**src/rtl/lbist_misr_compactor.sv**
```systemverilog
// ----------------------------------------------------------------------------
// lbist_misr_compactor
//
// LBIST response compactor. It folds the scan-out bits of every scan chain
// into a multiple-input signature register (MISR) on each shift cycle. It
// counts shifts per pattern and patterns per run. At the end of the run it
// compares the final signature against a golden value and drives the
// go/no-go verdict.
//
// Optional feature (compile-time macro LBIST_MISR_MASK_EN):
//   When defined, the block gains input chain_mask_i. A chain whose mask bit
//   is set contributes 0 to the MISR, so unconnected or X-producing scan-outs
//   can be excluded. When undefined, all chains are compacted unmasked.
//
// Ports
//   clk_i                in   clock
//   rst_ni               in   asynchronous active-low reset
//   start_i              in   begin a run (sampled in IDLE/DONE only)
//   shift_en_i           in   scan shift active; compact this cycle's inputs
//   scan_chain_output_i  in   [NUM_CHAINS] scan-out bits, bit k = chain k+1
//   chain_mask_i         in   [NUM_CHAINS] per-chain mask (LBIST_MISR_MASK_EN)
//   busy_o               out  run in progress (COMPACT or COMPARE)
//   done_o               out  run complete, held until next start
//   go_nogo_o            out  1 = final signature matched GOLDEN_SIG
//   signature_o          out  [MISR_WIDTH] current MISR contents
//   pattern_cnt_o        out  [$clog2(NUM_PATTERNS+1)] completed patterns
// ----------------------------------------------------------------------------
module lbist_misr_compactor #(
   parameter int unsigned            NUM_CHAINS   = 20,
   parameter int unsigned            MISR_WIDTH   = 32,
   parameter logic [MISR_WIDTH-1:0]  MISR_POLY    = 32'h04C11DB7,
   parameter logic [MISR_WIDTH-1:0]  MISR_SEED    = '0,
   parameter int unsigned            CHAIN_LEN    = 64,
   parameter int unsigned            NUM_PATTERNS = 1024,
   parameter logic [MISR_WIDTH-1:0]  GOLDEN_SIG   = '0
) (
   input  logic                                  clk_i,
   input  logic                                  rst_ni,
   input  logic                                  start_i,
   input  logic                                  shift_en_i,
   input  logic [NUM_CHAINS-1:0]                 scan_chain_output_i,
`ifdef LBIST_MISR_MASK_EN
   input  logic [NUM_CHAINS-1:0]                 chain_mask_i,
`endif
   output logic                                  busy_o,
   output logic                                  done_o,
   output logic                                  go_nogo_o,
   output logic [MISR_WIDTH-1:0]                 signature_o,
   output logic [$clog2(NUM_PATTERNS+1)-1:0]     pattern_cnt_o
);

   localparam int unsigned PCW = $clog2(NUM_PATTERNS + 1);
   localparam int unsigned SCW = (CHAIN_LEN > 1) ? $clog2(CHAIN_LEN) : 1;

   typedef enum logic [1:0] {
      S_IDLE,
      S_COMPACT,
      S_COMPARE,
      S_DONE
   } state_t;

   state_t                r_state;
   logic                  r_busy;
   logic                  r_done;
   logic                  r_go_nogo;
   logic [MISR_WIDTH-1:0] r_sig;
   logic [PCW-1:0]        r_pat_cnt;
   logic [SCW-1:0]        r_shift_cnt;

   logic [NUM_CHAINS-1:0] w_chain_data;
   logic [MISR_WIDTH-1:0] w_misr_in;
   logic [MISR_WIDTH-1:0] w_misr_next;
   logic                  w_last_shift;
   logic                  w_last_pattern;

`ifdef LBIST_MISR_MASK_EN
   assign w_chain_data = scan_chain_output_i & ~chain_mask_i;
`else
   assign w_chain_data = scan_chain_output_i;
`endif

   // Zero-extend the chain bits onto the low end of the MISR.
   always_comb begin
      w_misr_in                 = '0;
      w_misr_in[NUM_CHAINS-1:0] = w_chain_data;
   end

   assign w_misr_next = {r_sig[MISR_WIDTH-2:0], 1'b0}
                      ^ (r_sig[MISR_WIDTH-1] ? MISR_POLY : '0)
                      ^ w_misr_in;

   assign w_last_shift   = (r_shift_cnt == SCW'(CHAIN_LEN - 1));
   assign w_last_pattern = (r_pat_cnt == PCW'(NUM_PATTERNS - 1));

   always_ff @(posedge clk_i or negedge rst_ni) begin
      if (!rst_ni) begin
         r_state     <= S_IDLE;
         r_busy      <= 1'b0;
         r_done      <= 1'b0;
         r_go_nogo   <= 1'b0;
         r_sig       <= MISR_SEED;
         r_pat_cnt   <= '0;
         r_shift_cnt <= '0;
      end else begin
         case (r_state)
            S_IDLE, S_DONE: begin
               if (start_i) begin
                  r_state     <= S_COMPACT;
                  r_busy      <= 1'b1;
                  r_done      <= 1'b0;
                  r_go_nogo   <= 1'b0;
                  r_sig       <= MISR_SEED;
                  r_pat_cnt   <= '0;
                  r_shift_cnt <= '0;
               end
            end
            S_COMPACT: begin
               if (shift_en_i) begin
                  r_sig <= w_misr_next;
                  if (w_last_shift) begin
                     r_shift_cnt <= '0;
                     r_pat_cnt   <= r_pat_cnt + PCW'(1);
                     // Final pattern: leave COMPACT on the same edge so the
                     // counters can never run past NUM_PATTERNS.
                     if (w_last_pattern) begin
                        r_state <= S_COMPARE;
                     end
                  end else begin
                     r_shift_cnt <= r_shift_cnt + SCW'(1);
                  end
               end
            end
            S_COMPARE: begin
               r_go_nogo <= (r_sig == GOLDEN_SIG);
               r_done    <= 1'b1;
               r_busy    <= 1'b0;
               r_state   <= S_DONE;
            end
            default: begin
               r_state <= S_IDLE;
            end
         endcase
      end
   end

   assign busy_o        = r_busy;
   assign done_o        = r_done;
   assign go_nogo_o     = r_go_nogo;
   assign signature_o   = r_sig;
   assign pattern_cnt_o = r_pat_cnt;

endmodule

```
**config.mk**
```make
export PLATFORM = sky130hd
export DESIGN_NAME = lbist_misr_compactor
export DESIGN_NICKNAME = d
export VERILOG_FILES = /design/src/rtl/lbist_misr_compactor.sv
export SDC_FILE = /design/constraint.sdc
export NUM_CORES = 1
export LEC_CHECK = 0
export BUFFER_PORTS_ARGS = -buffer_cell sky130_fd_sc_hd__buf_4
export CAP_MARGIN = 10
export CORE_ASPECT_RATIO = 0.7
export CORE_MARGIN = 2
export CORE_UTILIZATION = 50
export CTS_CLUSTER_DIAMETER = 80
export CTS_CLUSTER_SIZE = 30
export DETAILED_ROUTE_END_ITERATION = 6
export GPL_TIMING_DRIVEN = 0
export PLACE_DENSITY = 0.79
export SETUP_SLACK_MARGIN = 0.2
export SLEW_MARGIN = 15
export SYNTH_ARGS = -nofsm -noshare
export SYNTH_HDL_FRONTEND = slang
export SYNTH_SLANG_ARGS = --single-unit
```
**constraint.sdc**
```tcl
create_clock -name clk_i -period 5.4 [get_ports clk_i]
set_input_delay 1.08 -clock clk_i [delete_from_list [all_inputs] [get_ports clk_i]]
set_output_delay 1.08 -clock clk_i [all_outputs]
set_load 0.05 [all_outputs]
```
# Yosys cells after proc, flatten, opt, wreduce, memory -nomap -nowiden
# Cells that the tools add are included.
# W data, S select, Z words.
# word_totals
ff_bits	54
# classes
n_addsub	2
eq_ne	9
muxes	22
bitwise_logic	2
reduce_logical	9
# op_table
operator	count
$mux W32	2
$pmux W32 S2	1
$mux W11	3
$logic_not A32 Y1	1
$xor A32 B20 Y32	1
$xor A32 B27 Y32	1
$mux W27	1
$pmux W11 S2	1
$mux W6	3
$pmux W6 S2	1
$add A11 B1 Y11 const B	1
$eq A11 B10 Y1 const B	1
$mux W2	4
$ne A2 B2 Y1 const B	4
$reduce_and A4 Y1	2
$add A6 B1 Y6 const B	1
$eq A6 B6 Y1 const B	1
$pmux W1 S2	3
$pmux W2 S3	1
$eq A2 B2 Y1 const B	2
$reduce_bool A2 Y1	2
$reduce_and A3 Y1	1
$eq A2 B1 Y1 const B	1
$logic_not A2 Y1	1
other kinds (3)	4

# Logic depth before layout (Yosys ltp)
# depth
word_depth	5
depth_mapped	9
ltp_nobuf	6

# Worst setup path after synthesis
# No wires, ideal clock.
# synth_timing
path_kind	input port to flip-flop
startpoint	input shift_en_i
endpoint	register r_pat_cnt[0], in the netlist pattern_cnt_o[0]
t_arrival_ns	2.109
required_time_ns	5.317
slack_ns	3.208
stages	7
n_path_buf	3
path_cell_list	mux2i_1 -> or2_1 -> buf_2 -> buf_2 -> buf_4 -> o21ai_0 -> o21ai_0
# synth_between
elab_chain_cells	2
# synth_rtl
element	line_no	text
start: declaration	40	input logic shift_en_i,
$ne A2 B2 Y1 (no source line)	n/a	
$reduce_and A4 Y1 (no source line)	n/a	
end signal: assignment	122	r_pat_cnt <= r_pat_cnt + PCW'(1);
end: declaration	67	logic [PCW-1:0] r_pat_cnt;
# No other way between the ends.
# A chain may end at the register's enable or synchronous reset.

# Worst setup path in the final report
# layout_timing
startpoint	register r_state[1]
endpoint	register r_pat_cnt[0], in the netlist pattern_cnt_o[0]
# layout_between
elab_chain_cells	4
# layout_rtl
element	line_no	text
start: declaration	62	state_t r_state;
start signal: assignment	97	r_state <= S_IDLE;
start signal: assignment	108	r_state <= S_COMPACT;
start signal: assignment	126	r_state <= S_COMPARE;
$eq A2 B2 Y1 / $logic_not A2 Y1 (equally long branches)	105	case (r_state)
$reduce_or A2 Y1	105	
$ne A2 B2 Y1 (no source line) / $reduce_bool A2 Y1 (equally long branches)	n/a	
$reduce_and A4 Y1 (no source line)	n/a	
# Several ways; a longest one is shown, not always the timed one.

==> flow_summary.ini <==
[die]
die_x_um = 94.0
rows = 22
die-area_mm2 = 0.00630
start_util_pct = 52.8
io_pins = 70
fp.dieH_um = 67
fp.coreArea_mm2 = 0.00537

[synth]
syn_inst = 277
synth_top_area_share_pct = 47.7
avgSynthCellArea_um2 = 10.2
ys_seq_elements = 54
yosys_warnings = 0
ys_seq_area_share_pct = 47.7
yosysTopAreaCell = dfrtp_1
ys.flop_type = dfrtp_1
synth_edf_count = 0
ys_types = 39
synthArstFlopShare_pct = 100
mappedNetlistArea_mm2 = 0.00284
synth_nets = 306
synthTopCellsByArea = dfrtp_1, a22o_1, xnor2_1

[power]
p_per_area_mw_per_mm2 = 565
internal_power_mw = 0.998
clockPowerShare_pct = 13.5
p_comb_share_pct = 55.2
p_sw_share_pct = 50.3
p_leak_nw = 1.70
vdd_drop_max_mv = 0.307
fin_total_pwr_mw = 2.01
p_switching_mw = 1.01
power_frac_seq_pct = 31.3

[drt]
drc = 0
wl_per_cell_um = 16.2
viasPerCell = 5.84
drt-initial-drc-count = 201
ant_nets = 0
dr.pass1.iters = 4
routed_wl_mm = 6.92
vias = 2488

[global_routing]
gr-usage-all-layers_pct = 23.3
gr-total-overflow = 0
grt_max_degree = 55
grt_pass1_vias = 2285
antenna_found_initial = 0
grt_pass1_wl_mm = 11.3

[place]
place.gp.congestion = 0.894
dpl.cell_count = 418
place_area_mm2 = 0.00344
port_buffers = 69
dp_hpwl_mm = 5.05
dp_slack_ns = 2.71

[layout]
utilization_pct = 66.3
instances_no_fill = 426
multiInputGateArea_mm2 = 0.00140
diodes = 0
drive_above_1_share_pct = 24.9
final_area_mm2 = 0.00356
fin_nets = 382
area_growth_syn_to_layout_pct = 25.5
seqCellArea_mm2 = 0.00135
num-fill-cells = 441

[clock_network]
clkSlewWorstSetupHoldPaths_ns = 0.10
cts_setup_buffers = 0
htree_levels = 2
clk_latency_ns = 0.31
cts_sinks = 54
cts-root-buf = clkbuf_8
cts_hold_buf = 0
clockBufferDepth = 2
post_cts_resized = 0
tritoncts = built
numCtsBuffers = 5

[sta]
skew_ns = 0.00796
slew_violations = 0
tns_ns = 0
max_freq_mhz = 404
fin_hold_ws_ns = 0.526
fin_crit_sh_pct = 45.8
final_hold_viol_count = 0
finalSetupViolations = 0
worst_pin_slew_ns = 0.684
setup_ws_ns = 2.93
grt_setup_unrepaired = false
post-route-min-period_ns = 2.47
slew_headroom_pct = 54.4

[critical_path]
cp_max_fo = 10
worst_path_max_delay_cell = mux2i_1
start_kind = flip-flop
critical-path-top-delay-family = buffers and inverters
crit_type = flip-flop to flip-flop
crit_chain = inv_1 -> ha_1 -> mux2i_1 -> or2_1 -> buf_2 -> buf_2 -> buf_4 -> o21ai_0 -> o21ai_0
crit_buf_inv = 4
arrival_ns = 2.70
max_stage_delay_ns = 0.55
critPathCaptureType = flip-flop
cp.required_ns = 5.63

[worst_hold_path]
hold_class = flip-flop to flip-flop

[run]
max_cap_violations = 0

[run_status]
status = finished, final reports clean
==> state kept, by name (all words and copies together), names as in the netlist <==
name / count
busy_o: 1
done_o: 1
go_nogo_o: 1
pattern_cnt_o: 11
r_shift_cnt: 6
r_state: 2
signature_o: 32
==> area by class of cell <==
| class | count | share of cell area [%] |
|---|---|---|
| tap | 72 | 2.53 |
| sequential | 54 | 38.0 |
| buffer | 15 | 1.90 |
| clock buffer | 5 | 1.93 |
| inverter | 5 | 0.528 |
| timing repair buffer | 69 | 14.6 |
| multi-input combinational | 203 | 39.3 |
| clock inverter | 3 | 1.27 |
==> cell usage in the layout, fill, tap and decap left out, drive strengths merged, types with 3 or more instances in the layout <==
cell type / n
buf: 76
dfrtp: 54
a22o: 32
nand2: 28
nand3: 20
xnor2: 20
o21ai: 13
xor2: 13
clkbuf: 13
nor4: 9
nand2b: 8
nor3: 7
o311ai: 6
inv: 5
ha: 5
nor2: 4
and3: 3
a31oi: 3
mux2: 3
nor4b: 3
a21oi: 3
==> layer usage <==
metal	GRT usage (%)	vias to the layer above	part of all wire, %
li1	-	1178	-
met1	36.2	1207	48
met2	34.2	99	44
met3	4.75	4	7.6
met4	3.44	0	0.36
met5	0	-	0
==> tightest hold or removal path, stage by stage, from the launching register on <==
cell and delay, ns:
dfrtp_1 0.38, nand2_1 0.05, o21ai_0 0.06
==> final timing paths <==
| check | to | from | cells past startpoint | slack (ns) |
|---|---|---|---|---|
| max in group asynchronous | signature_o[8]$_DFFE_PN0P_ | rst_ni | 1 | 4.16 |
| max reg2reg | pattern_cnt_o[0]$_DFFE_PN0P_ | r_state[1]$_DFFE_PN0P_ | 9 | 2.93 |
| min reg2reg | busy_o$_DFFE_PN0P_ | busy_o$_DFFE_PN0P_ | 2 | 0.53 |
| min | busy_o$_DFFE_PN0P_ | busy_o$_DFFE_PN0P_ | 2 | 0.53 |
| max | pattern_cnt_o[0]$_DFFE_PN0P_ | r_state[1]$_DFFE_PN0P_ | 9 | 2.93 |
| min in group asynchronous | pattern_cnt_o[9]$_DFFE_PN0P_ | rst_ni | 1 | 0.79 |
==> synthesized netlist by cell type, types with 2 or more instances <==
library cell  count
dfrtp_1          54
a22o_1           32
nand2_1          28
nand3_1          20
xnor2_1          20
o21ai_0          13
xor2_1           13
nor4_1            9
clkbuf_1          8
nand2b_1          8
nor3_1            7
buf_2             6
o311ai_0          6
ha_1              5
inv_1             5
nor2_1            4
a21oi_1           3
a31oi_1           3
and3_1            3
mux2_2            3
nor4b_1           3
a21o_1            2
and4_1            2
nand3b_1          2
nor2b_1           2
o221ai_1          2
o31ai_1           2
==> kinds of logic after synthesis <==
group	count (synthesis)	synth area share (%)
flip-flops	54	47.7
adder cells (fa/ha/maj)	5	2.21
multiplexers	4	1.54
XOR/XNOR	33	10.2
buffers and inverters	20	3.05
AND/OR/NAND/NOR	94	17.3
AO/OA/AOI/OAI	67	18.0
==> power groups by stage <==
| stage | registers [mW] | clock network, mW | logic [mW] |
|---|---|---|---|
| finish | 0.629 | 0.272 | 1.11 |
| detailed placement | 0.634 | 0 | 1.10 |
| global placement | 0.629 | 0 | 1.09 |
| floorplan | 0.890 | 0 | 0.501 |
| CTS | 0.628 | 0.275 | 1.11 |
| global route | 0.647 | 0.296 | 1.20 |
Note: power is estimated with default switching activity, not from simulation.
